$ cat src/rtl/ahb_pkg.sv
// Shared AHB-Lite encodings and bridge state type for the AHB-to-memory bridge.
package ahb_pkg;

    localparam logic [1:0] HTRANS_IDLE   = 2'b00;
    localparam logic [1:0] HTRANS_BUSY   = 2'b01;
    localparam logic [1:0] HTRANS_NONSEQ = 2'b10;
    localparam logic [1:0] HTRANS_SEQ    = 2'b11;

    localparam logic [2:0] HSIZE_BYTE  = 3'd0;
    localparam logic [2:0] HSIZE_HALF  = 3'd1;
    localparam logic [2:0] HSIZE_WORD  = 3'd2;
    localparam logic [2:0] HSIZE_DWORD = 3'd3;

    typedef enum logic [2:0] {
        IDLE,
        REQ,
        WAIT,
        ERR1,
        ERR2
    } bridge_st_t;

endpackage

$ cat src/rtl/ahb_be_gen.sv
// Byte-lane enable generator: transfer size plus address low bits give the lane
// mask, and flag misaligned or wider-than-bus transfers.
module ahb_be_gen #(
    parameter  int DW = 32,
    localparam int NB = DW / 8,
    localparam int L  = $clog2(NB)
) (
    input  logic [2:0]    hsize,
    input  logic [L-1:0]  addr_lo,
    output logic [NB-1:0] be,
    output logic          misalign
);

    logic [NB-1:0] lanes;

    always_comb begin
        lanes    = '0;
        be       = '0;
        misalign = 1'b0;
        if (hsize > 3'(L)) begin
            misalign = 1'b1;
        end else begin
            lanes    = NB'((32'd1 << (32'd1 << hsize)) - 32'd1);
            be       = lanes << addr_lo;
            misalign = (addr_lo & L'((32'd1 << hsize) - 32'd1)) != '0;
        end
    end

endmodule

$ cat src/rtl/ahb_to_mem_bridge.sv
// AHB-Lite slave to req/gnt/rvalid memory port bridge with wait states,
// byte-lane generation, two-cycle ERROR responses and an optional watchdog.
//
// state | meaning
// IDLE  | no transfer outstanding, zero-wait OKAY
// REQ   | req_o asserted, waiting for gnt_i
// WAIT  | granted, waiting for rvalid_i
// ERR1  | first ERROR cycle (hreadyout low)
// ERR2  | second ERROR cycle (hreadyout high), may accept next transfer
module ahb_to_mem_bridge
    import ahb_pkg::*;
#(
    parameter int AHB_ADDR_WIDTH = 32,
    parameter int AHB_DATA_WIDTH = 32,
    parameter int TIMEOUT_CYCLES = 0
) (
    input  logic                        clk,
    input  logic                        rstn,
    input  logic                        hsel_i,
    input  logic [AHB_ADDR_WIDTH-1:0]   haddr_i,
    input  logic [AHB_DATA_WIDTH-1:0]   hwdata_i,
    input  logic                        hwrite_i,
    input  logic [2:0]                  hsize_i,
    input  logic [1:0]                  htrans_i,
    input  logic                        hready_i,
    output logic [AHB_DATA_WIDTH-1:0]   hrdata_o,
    output logic                        hreadyout_o,
    output logic                        hresp_o,
    output logic                        req_o,
    input  logic                        gnt_i,
    output logic                        we_o,
    output logic [AHB_DATA_WIDTH/8-1:0] be_o,
    output logic [AHB_ADDR_WIDTH-1:0]   addr_o,
    output logic [AHB_DATA_WIDTH-1:0]   wdata_o,
    input  logic                        rvalid_i,
    input  logic [AHB_DATA_WIDTH-1:0]   rdata_i,
    input  logic                        err_i
);

    localparam int NB = AHB_DATA_WIDTH / 8;
    localparam int L  = $clog2(NB);

    bridge_st_t                  state_q, state_d;
    logic [AHB_ADDR_WIDTH-1:L]   addr_q;
    logic                        we_q;
    logic [NB-1:0]               be_q;
    logic [31:0]                 wd_cnt;
    logic                        start, accept, wd_expired;
    logic [NB-1:0]               be_new;
    logic                        misalign;

    ahb_be_gen #(.DW(AHB_DATA_WIDTH)) u_be_gen (
        .hsize    (hsize_i),
        .addr_lo  (haddr_i[L-1:0]),
        .be       (be_new),
        .misalign (misalign)
    );

    assign start = hsel_i && hready_i &&
                   (htrans_i == HTRANS_NONSEQ || htrans_i == HTRANS_SEQ);
    assign accept = start && hreadyout_o;

    // Progress (gnt/rvalid) beats an expiring watchdog in the same cycle.
    assign wd_expired = (TIMEOUT_CYCLES > 0) &&
                        (wd_cnt >= 32'(TIMEOUT_CYCLES - 1));

    always_comb begin
        state_d     = state_q;
        req_o       = 1'b0;
        hreadyout_o = 1'b1;
        hresp_o     = 1'b0;
        case (state_q)
            IDLE: begin
                if (start) state_d = misalign ? ERR1 : REQ;
            end
            REQ: begin
                req_o       = 1'b1;
                hreadyout_o = 1'b0;
                if (gnt_i)           state_d = WAIT;
                else if (wd_expired) state_d = ERR1;
            end
            WAIT: begin
                hreadyout_o = 1'b0;
                if (rvalid_i) begin
                    if (err_i) begin
                        state_d = ERR1;
                    end else begin
                        hreadyout_o = 1'b1;
                        state_d     = !start ? IDLE : (misalign ? ERR1 : REQ);
                    end
                end else if (wd_expired) begin
                    state_d = ERR1;
                end
            end
            ERR1: begin
                hreadyout_o = 1'b0;
                hresp_o     = 1'b1;
                state_d     = ERR2;
            end
            ERR2: begin
                hresp_o = 1'b1;
                state_d = !start ? IDLE : (misalign ? ERR1 : REQ);
            end
            default: state_d = IDLE;
        endcase
    end

    always_ff @(posedge clk) begin
        if (!rstn) state_q <= IDLE;
        else       state_q <= state_d;
    end

    always_ff @(posedge clk) begin
        if (!rstn) begin
            addr_q <= '0;
            we_q   <= 1'b0;
            be_q   <= '0;
            wd_cnt <= '0;
        end else begin
            if (accept) begin
                addr_q <= haddr_i[AHB_ADDR_WIDTH-1:L];
                we_q   <= hwrite_i;
                be_q   <= be_new;
            end
            if (state_d == REQ && state_q != REQ)
                wd_cnt <= '0;
            else if (state_q == REQ || state_q == WAIT)
                wd_cnt <= wd_cnt + 32'd1;
        end
    end

    assign addr_o   = {addr_q, L'(0)};
    assign we_o     = we_q;
    assign be_o     = be_q;
    assign wdata_o  = hwdata_i;
    assign hrdata_o = rdata_i;

endmodule

$ cat config.mk
export PLATFORM = sky130hd
export DESIGN_NAME = ahb_to_mem_bridge
export DESIGN_NICKNAME = d
export VERILOG_FILES = /design/src/rtl/ahb_pkg.sv /design/src/rtl/ahb_be_gen.sv /design/src/rtl/ahb_to_mem_bridge.sv
export SDC_FILE = /design/constraint.sdc
export NUM_CORES = 1
export LEC_CHECK = 0
export CAP_MARGIN = 10
export CORE_MARGIN = 10
export CORE_UTILIZATION = 45
export DETAILED_ROUTE_END_ITERATION = 10
export DONT_BUFFER_PORTS = 1
export PLACE_DENSITY = 0.71
export SYNTH_ARGS = -nofsm -noshare
export SYNTH_HDL_FRONTEND = slang
export SYNTH_SLANG_ARGS = --single-unit
$ cat constraint.sdc
create_clock -name clk -period 1.7 [get_ports clk]
set_input_delay 0.17 -clock clk [delete_from_list [all_inputs] [get_ports clk]]
set_output_delay 0.17 -clock clk [all_outputs]
set_load 0.05 [all_outputs]
Yosys cells after proc, flatten, opt, wreduce, memory -nomap -nowiden
Cells that the tools add are included.
{"block": "classes", "n_div": 0, "shifts": 3, "multipliers": 0, "add_sub_neg": 2, "n_bitwise": 1, "reduce_logical": 9, "n_mux": 14, "eq_ne": 9, "order_cmp": 1}
{"operator": "1-bit by 3-bit left shift with 32-bit output (first input constant)", "n": 1}
{"operator": "1-bit by 32-bit left shift with 4-bit output (first input constant)", "n": 1}
{"operator": "3-bit case mux with 5 select lines", "n": 1}
{"operator": "3-bit two-way mux", "n": 3}
{"operator": "3-bit by 2-bit equality test with 1-bit output (second input constant)", "n": 2}
{"operator": "2-bit two-way mux", "n": 3}
{"operator": "2-bit != test (second input constant)", "n": 3}
{"operator": "1-bit two-way mux", "n": 5}
{"operator": "2-bit equality test (second input constant)", "n": 2}
{"operator": "4-bit two-way mux", "n": 1}
{"operator": "2-bit OR reduction", "n": 2}
{"operator": "4-bit by 2-bit left shift with 4-bit output", "n": 1}
{"operator": "4-bit by 1-bit subtractor with 4-bit output (second input constant)", "n": 1}
{"operator": "3-bit by 1-bit equality test with 1-bit output (second input constant)", "n": 1}
{"operator": "3-bit equality test (second input constant)", "n": 1}
{"operator": "3-bit by 2-bit > comparator with 1-bit output (second input constant)", "n": 1}
{"operator": "1-bit logical AND", "n": 3}
{"operator": "3-bit logical NOT", "n": 1}
{"operator": "3-bit AND reduction", "n": 1}
{"operator": "2-bit bitwise AND", "n": 1}
{"operator": "1-bit case mux with 2 select lines", "n": 1}
{"operator": "2-bit nonzero test", "n": 1}
{"operator": "2-bit by 1-bit subtractor with 2-bit output (second input constant)", "n": 1}
{"operator": "1-bit logical OR", "n": 1}
{"block": "word_totals", "ram_bits": 0, "romBits": 0, "elab_cells": 43, "output_inout_bits": 104, "reg_bits": 38, "input_bits": 109, "memories": 0, "latchBits": 0}

Logic depth before layout (Yosys ltp)
{"block": "logic_depth", "ltp_word": 10, "mapped_depth": 6, "mapped_depth_nobuf": 4}

Modules after synthesis
Synthesis repeated with hierarchy kept, for this count alone.
{"block": "hier_totals", "cells_unflattened": 268, "area_unflattened_um2": 2275.9}
{"mod": "ahb_to_mem_bridge", "area_each_um2": 2177.1, "seq_area_each_um2": 760.7, "cells_per_inst": 255, "instances": 1}
{"mod": "ahb_be_gen", "area_each_um2": 98.8, "seq_area_each_um2": 0.0, "cells_per_inst": 13, "instances": 1}

Worst setup path before layout
OpenSTA, ideal clock, no wires.
{"block": "synth_timing", "kind": "reg-to-reg", "start": "reg state_q[0]", "end": "reg state_q[1]", "slack_ns": 0.040, "path_buffers": 0, "t_arrival_ns": 1.597, "stages_incl_launch_ff": 4, "synth_period_minus_slack_ns": 1.660, "path_cell_list": "dfxtp_1 nor2b_1 nor2b_1 a32o_1"}
{"block": "synth_between", "elab_chain_len": 3, "elab_cells_between_ends": 10, "cone_classes": "eq/ne: 7; mux: 1; reduce/logical: 2"}
{"element": "start, declared", "line_no": "ahb_to_mem_bridge.sv:43", "source": "bridge_st_t state_q, state_d;"}
{"element": "start signal, assigned", "line_no": "ahb_to_mem_bridge.sv:110", "source": "else state_q <= state_d;"}
{"element": "3-bit by 2-bit equality test with 1-bit output (tied with other cells)", "line_no": "ahb_to_mem_bridge.sv:72", "source": "case (state_q)"}
{"element": "2-bit != test (no line)"}
{"element": "3-bit AND reduction (no line)"}
Several ways; a longest one is shown, not always the timed one.
A chain may end at the register's enable or synchronous reset.

Worst setup path in the final report
{"block": "layout_timing", "start": "reg state_q[1]", "end": "out hreadyout_o"}
{"block": "layout_between", "elab_chain_len": 3, "elab_cells_between_ends": 5, "cone_classes": "eq/ne: 3; mux: 1; reduce/logical: 1"}
{"element": "3-bit by 1-bit equality test with 1-bit output / 3-bit by 2-bit equality test with 1-bit output (equally long branches)", "line_no": "ahb_to_mem_bridge.sv:72"}
{"element": "2-bit OR reduction (no line)"}
{"element": "1-bit case mux with 2 select lines (*)", "line_no": "ahb_to_mem_bridge.sv:72"}
{"element": "end, declared", "line_no": "ahb_to_mem_bridge.sv:27", "source": "output logic hreadyout_o,"}
Every way passes the cells marked *; elsewhere a longest branch is shown, timed or not.

==> results.py <==
metrics = {
    "worst_hold_path": {
        "hp-class": "input pin to flip-flop",
        "min_path_cells": 2,
        "worstHoldEndpoint": "addr_q[13]",
        "hold_start": "haddr_i[13]",
    },
    "power_and_ir_drop": {
        "power_uw": 1940,
        "p_int_uw": 1450,
        "p_per_area_mw_per_mm2": 1030,
        "ir_drop_v": 0.000369,
        "combinationalPowerShare_pct": 8.1,
        "p_sw_share_pct": 25.0,
        "power.switching_uw": 485,
        "p_clk_share_pct": 39.6,
        "p_leak_uw": 0.000916,
        "pwr-share-seq_pct": 52.3,
    },
    "global_routing": {
        "gr-total-overflow": 0,
        "grt_first_pass_wirelength_um": 6590,
        "grt_pass1_vias": 1302,
        "grt_max_degree": 71,
        "antenna_found_initial": 0,
        "grt_util_all_layers_pct": 10.5,
    },
    "sta": {
        "fin_skew_ps": 5.28,
        "fmax_mhz": 635,
        "rsz0062_at_grt": "no",
        "slew_headroom_pct": 64.0,
        "slew_violations": 0,
        "fin_crit_sh_pct": 92.6,
        "tightest_slew_ps": 539,
        "tns_ps": 0,
        "setup_viol": 0,
        "period_minus_slack_ps": 1570,
        "hold_viol_final": 0,
    },
    "die": {
        "die_area_mm2": 0.00800,
        "die_h_um": 89.4,
        "rows": 25,
        "die_x_um": 89.4,
        "core_area_mm2": 0.00469,
        "io-pin-count": 213,
        "start_util_pct": 46.2,
    },
    "setup_path": {
        "r2r_setup_slack_ps": 260,
        "slowest_delay_ps": 460,
        "timing.rr.end": "we_o",
        "path_cells": "a21oi_1, or2_1",
        "cp.arrival_ps": 1400,
        "crit-reg2reg-launch": "state_q[1]",
        "end_kind": "primary output",
        "path_class": "flip-flop to primary output",
        "critical_path.max_fanout": 10,
        "required_ps": 1530,
        "ff2ff_path_depth": 4,
        "crit_path_top_delay_cell": "or2_1",
        "crit_path_start_kind": "flip-flop",
    },
    "routing": {
        "via_per_inst": 5.25,
        "postRouteAntennaNets": 0,
        "drtPass1Iterations": 4,
        "via_count": 1307,
        "drtIter0Drc": 40,
        "drt_wl_total_um": 4430,
        "wl_per_cell_um": 17.8,
        "route.detailed.drc": 0,
    },
    "placed_design": {
        "placed_cell_area_mm2": 0.00177,
        "hpwl_um": 3380,
        "gp_congestion": 0.659,
        "dp_cells": 242,
        "io_buffers": 0,
    },
    "yosys": {
        "ys_seq_area_share_pct": 35.1,
        "ys_ff_latch": 38,
        "syn-instance-count": 255,
        "yosysUniqueCellTypes": 27,
        "yosys_warnings": 0,
        "netlist_area_mm2": 0.00217,
        "syn_avg_cell_area_um2": 8.50,
    },
    "cts": {
        "clockBufferDepth": 2,
        "cts_tree": "yes",
        "cts_resized": 0,
        "clk_latency_ps": 280,
        "cts_max_level": 2,
        "cts_inserted_buffers": 5,
        "cts-root-buf": "clkbuf_8",
        "clkTransAtPathRegs_ps": 70,
        "post-cts-setup-buffer-count": 0,
        "cts_sinks": 38,
        "hold_buffers": 0,
    },
    "cells_and_area": {
        "nets": 304,
        "fin_area_mm2": 0.00188,
        "final_common_cell": "nand2_1",
        "drive_above_1_share_pct": 10.8,
        "fillers": 473,
        "final_cells": 249,
        "area_growth_pct": -13.2,
        "diodes": 0,
        "final_cell_mix": "68 x nand2_1, 38 x dfxtp_1, 35 x mux2i_1",
    },
    "status": {
        "outcome": "completed",
    },
    "run": {
        "drv_cap": 0,
    },
}
-- kinds of logic (layout without fill, tap and decap cells) --
group	after synthesis	after routing	synth area share, %
mux	36	36	16.7
flops	38	38	35.1
buf+inv	80	19	26.8
simple gates	83	83	16.0
compound gates	17	17	5.25
other cells	1	2	0.173
-- final cells by class --
cell class	instances	area (um^2)	area share [%]
repair buffers	11	95.1	5.05
flip-flops and latches	38	761	40.4
clock inverters	1	30.0	1.60
multi-input cells	138	842	44.7
clock buffers	6	82.6	4.39
well taps	54	67.6	3.59
inverters	1	3.75	0.199
-- cell usage after synthesis --
library cell   n  area, um^2
buf_4         68         510
nand2_1       68         255
dfxtp_1       38         761
mux2i_1       35         350
clkbuf_1       6        22.5
nand2b_1       4        25.0
o21ai_1        4        20.0
a21oi_1        3        15.0
buf_6          3        33.8
nor3_1         3        15.0
a211o_1        2        17.5
and3_1         2        12.5
buf_2          2        10.0
nor2b_1        2        12.5
o21a_1         2        15.0
or3_1          2        12.5
a2111oi_0      1        8.76
a211oi_1       1        7.51
a32o_1         1        10.0
conb_1         1        3.75
inv_2          1        3.75
mux2_2         1        11.3
nor4b_1        1        8.76
o211ai_1       1        7.51
o21ai_0        1        5.00
o31ai_1        1        7.51
or2_1          1        6.26
-- worst max path at each step --
stage	endpoint	slack (ps)	cells past startpoint	from
finish	hreadyout_o	130	2	state_q[1]
global route	hreadyout_o	30	2	state_q[1]
CTS	hreadyout_o	110	2	state_q[1]
detailed placement	we_o	260	4	state_q[1]
global placement	addr_q[21]	310	4	state_q[1]
floorplan	state_q[1]	40	3	state_q[0]
-- per-stage QoR --
step	hold WS, ps	util (%)	setup slack [ps]
floorplan	309	-	39.7
global placement	312	37.7	307
detailed placement	315	37.7	256
CTS	5.92	40.1	106
global route	5.62	40.1	33.9
finish	19.8	40.1	126
-- sequential cells by signal, indices dropped and copies added (netlist names) --
| name | flops |
|---|---|
| be_o | 4 |
| addr_q | 30 |
| state_q | 3 |
| we_o | 1 |
-- layer usage --
layer	GRT usage, %	up-vias	part of all wire (%)
met3	6.75	26	15
met1	11.0	571	36
met2	15.6	73	45
met4	6.21	0	3.7
li1	-	637	-
met5	0	-	0
-- power groups by stage --
stage | logic (uW) | clock network, uW | registers [uW]
final | 156 | 767 | 1010
after global routing | 172 | 843 | 1020
after CTS | 159 | 800 | 1020
after detailed placement | 159 | 0 | 1040
after global placement | 156 | 0 | 1040
after floorplan | 545 | 0 | 1050
-- critical path: cells and delay by family, from the launching register on --
| kind | cells | cell delay (ps) |
|---|---|---|
| simple gates | 1 | 460 |
| flops | 1 | 390 |
| compound gates | 1 | 280 |
Power figures use the tool's default switching activity.
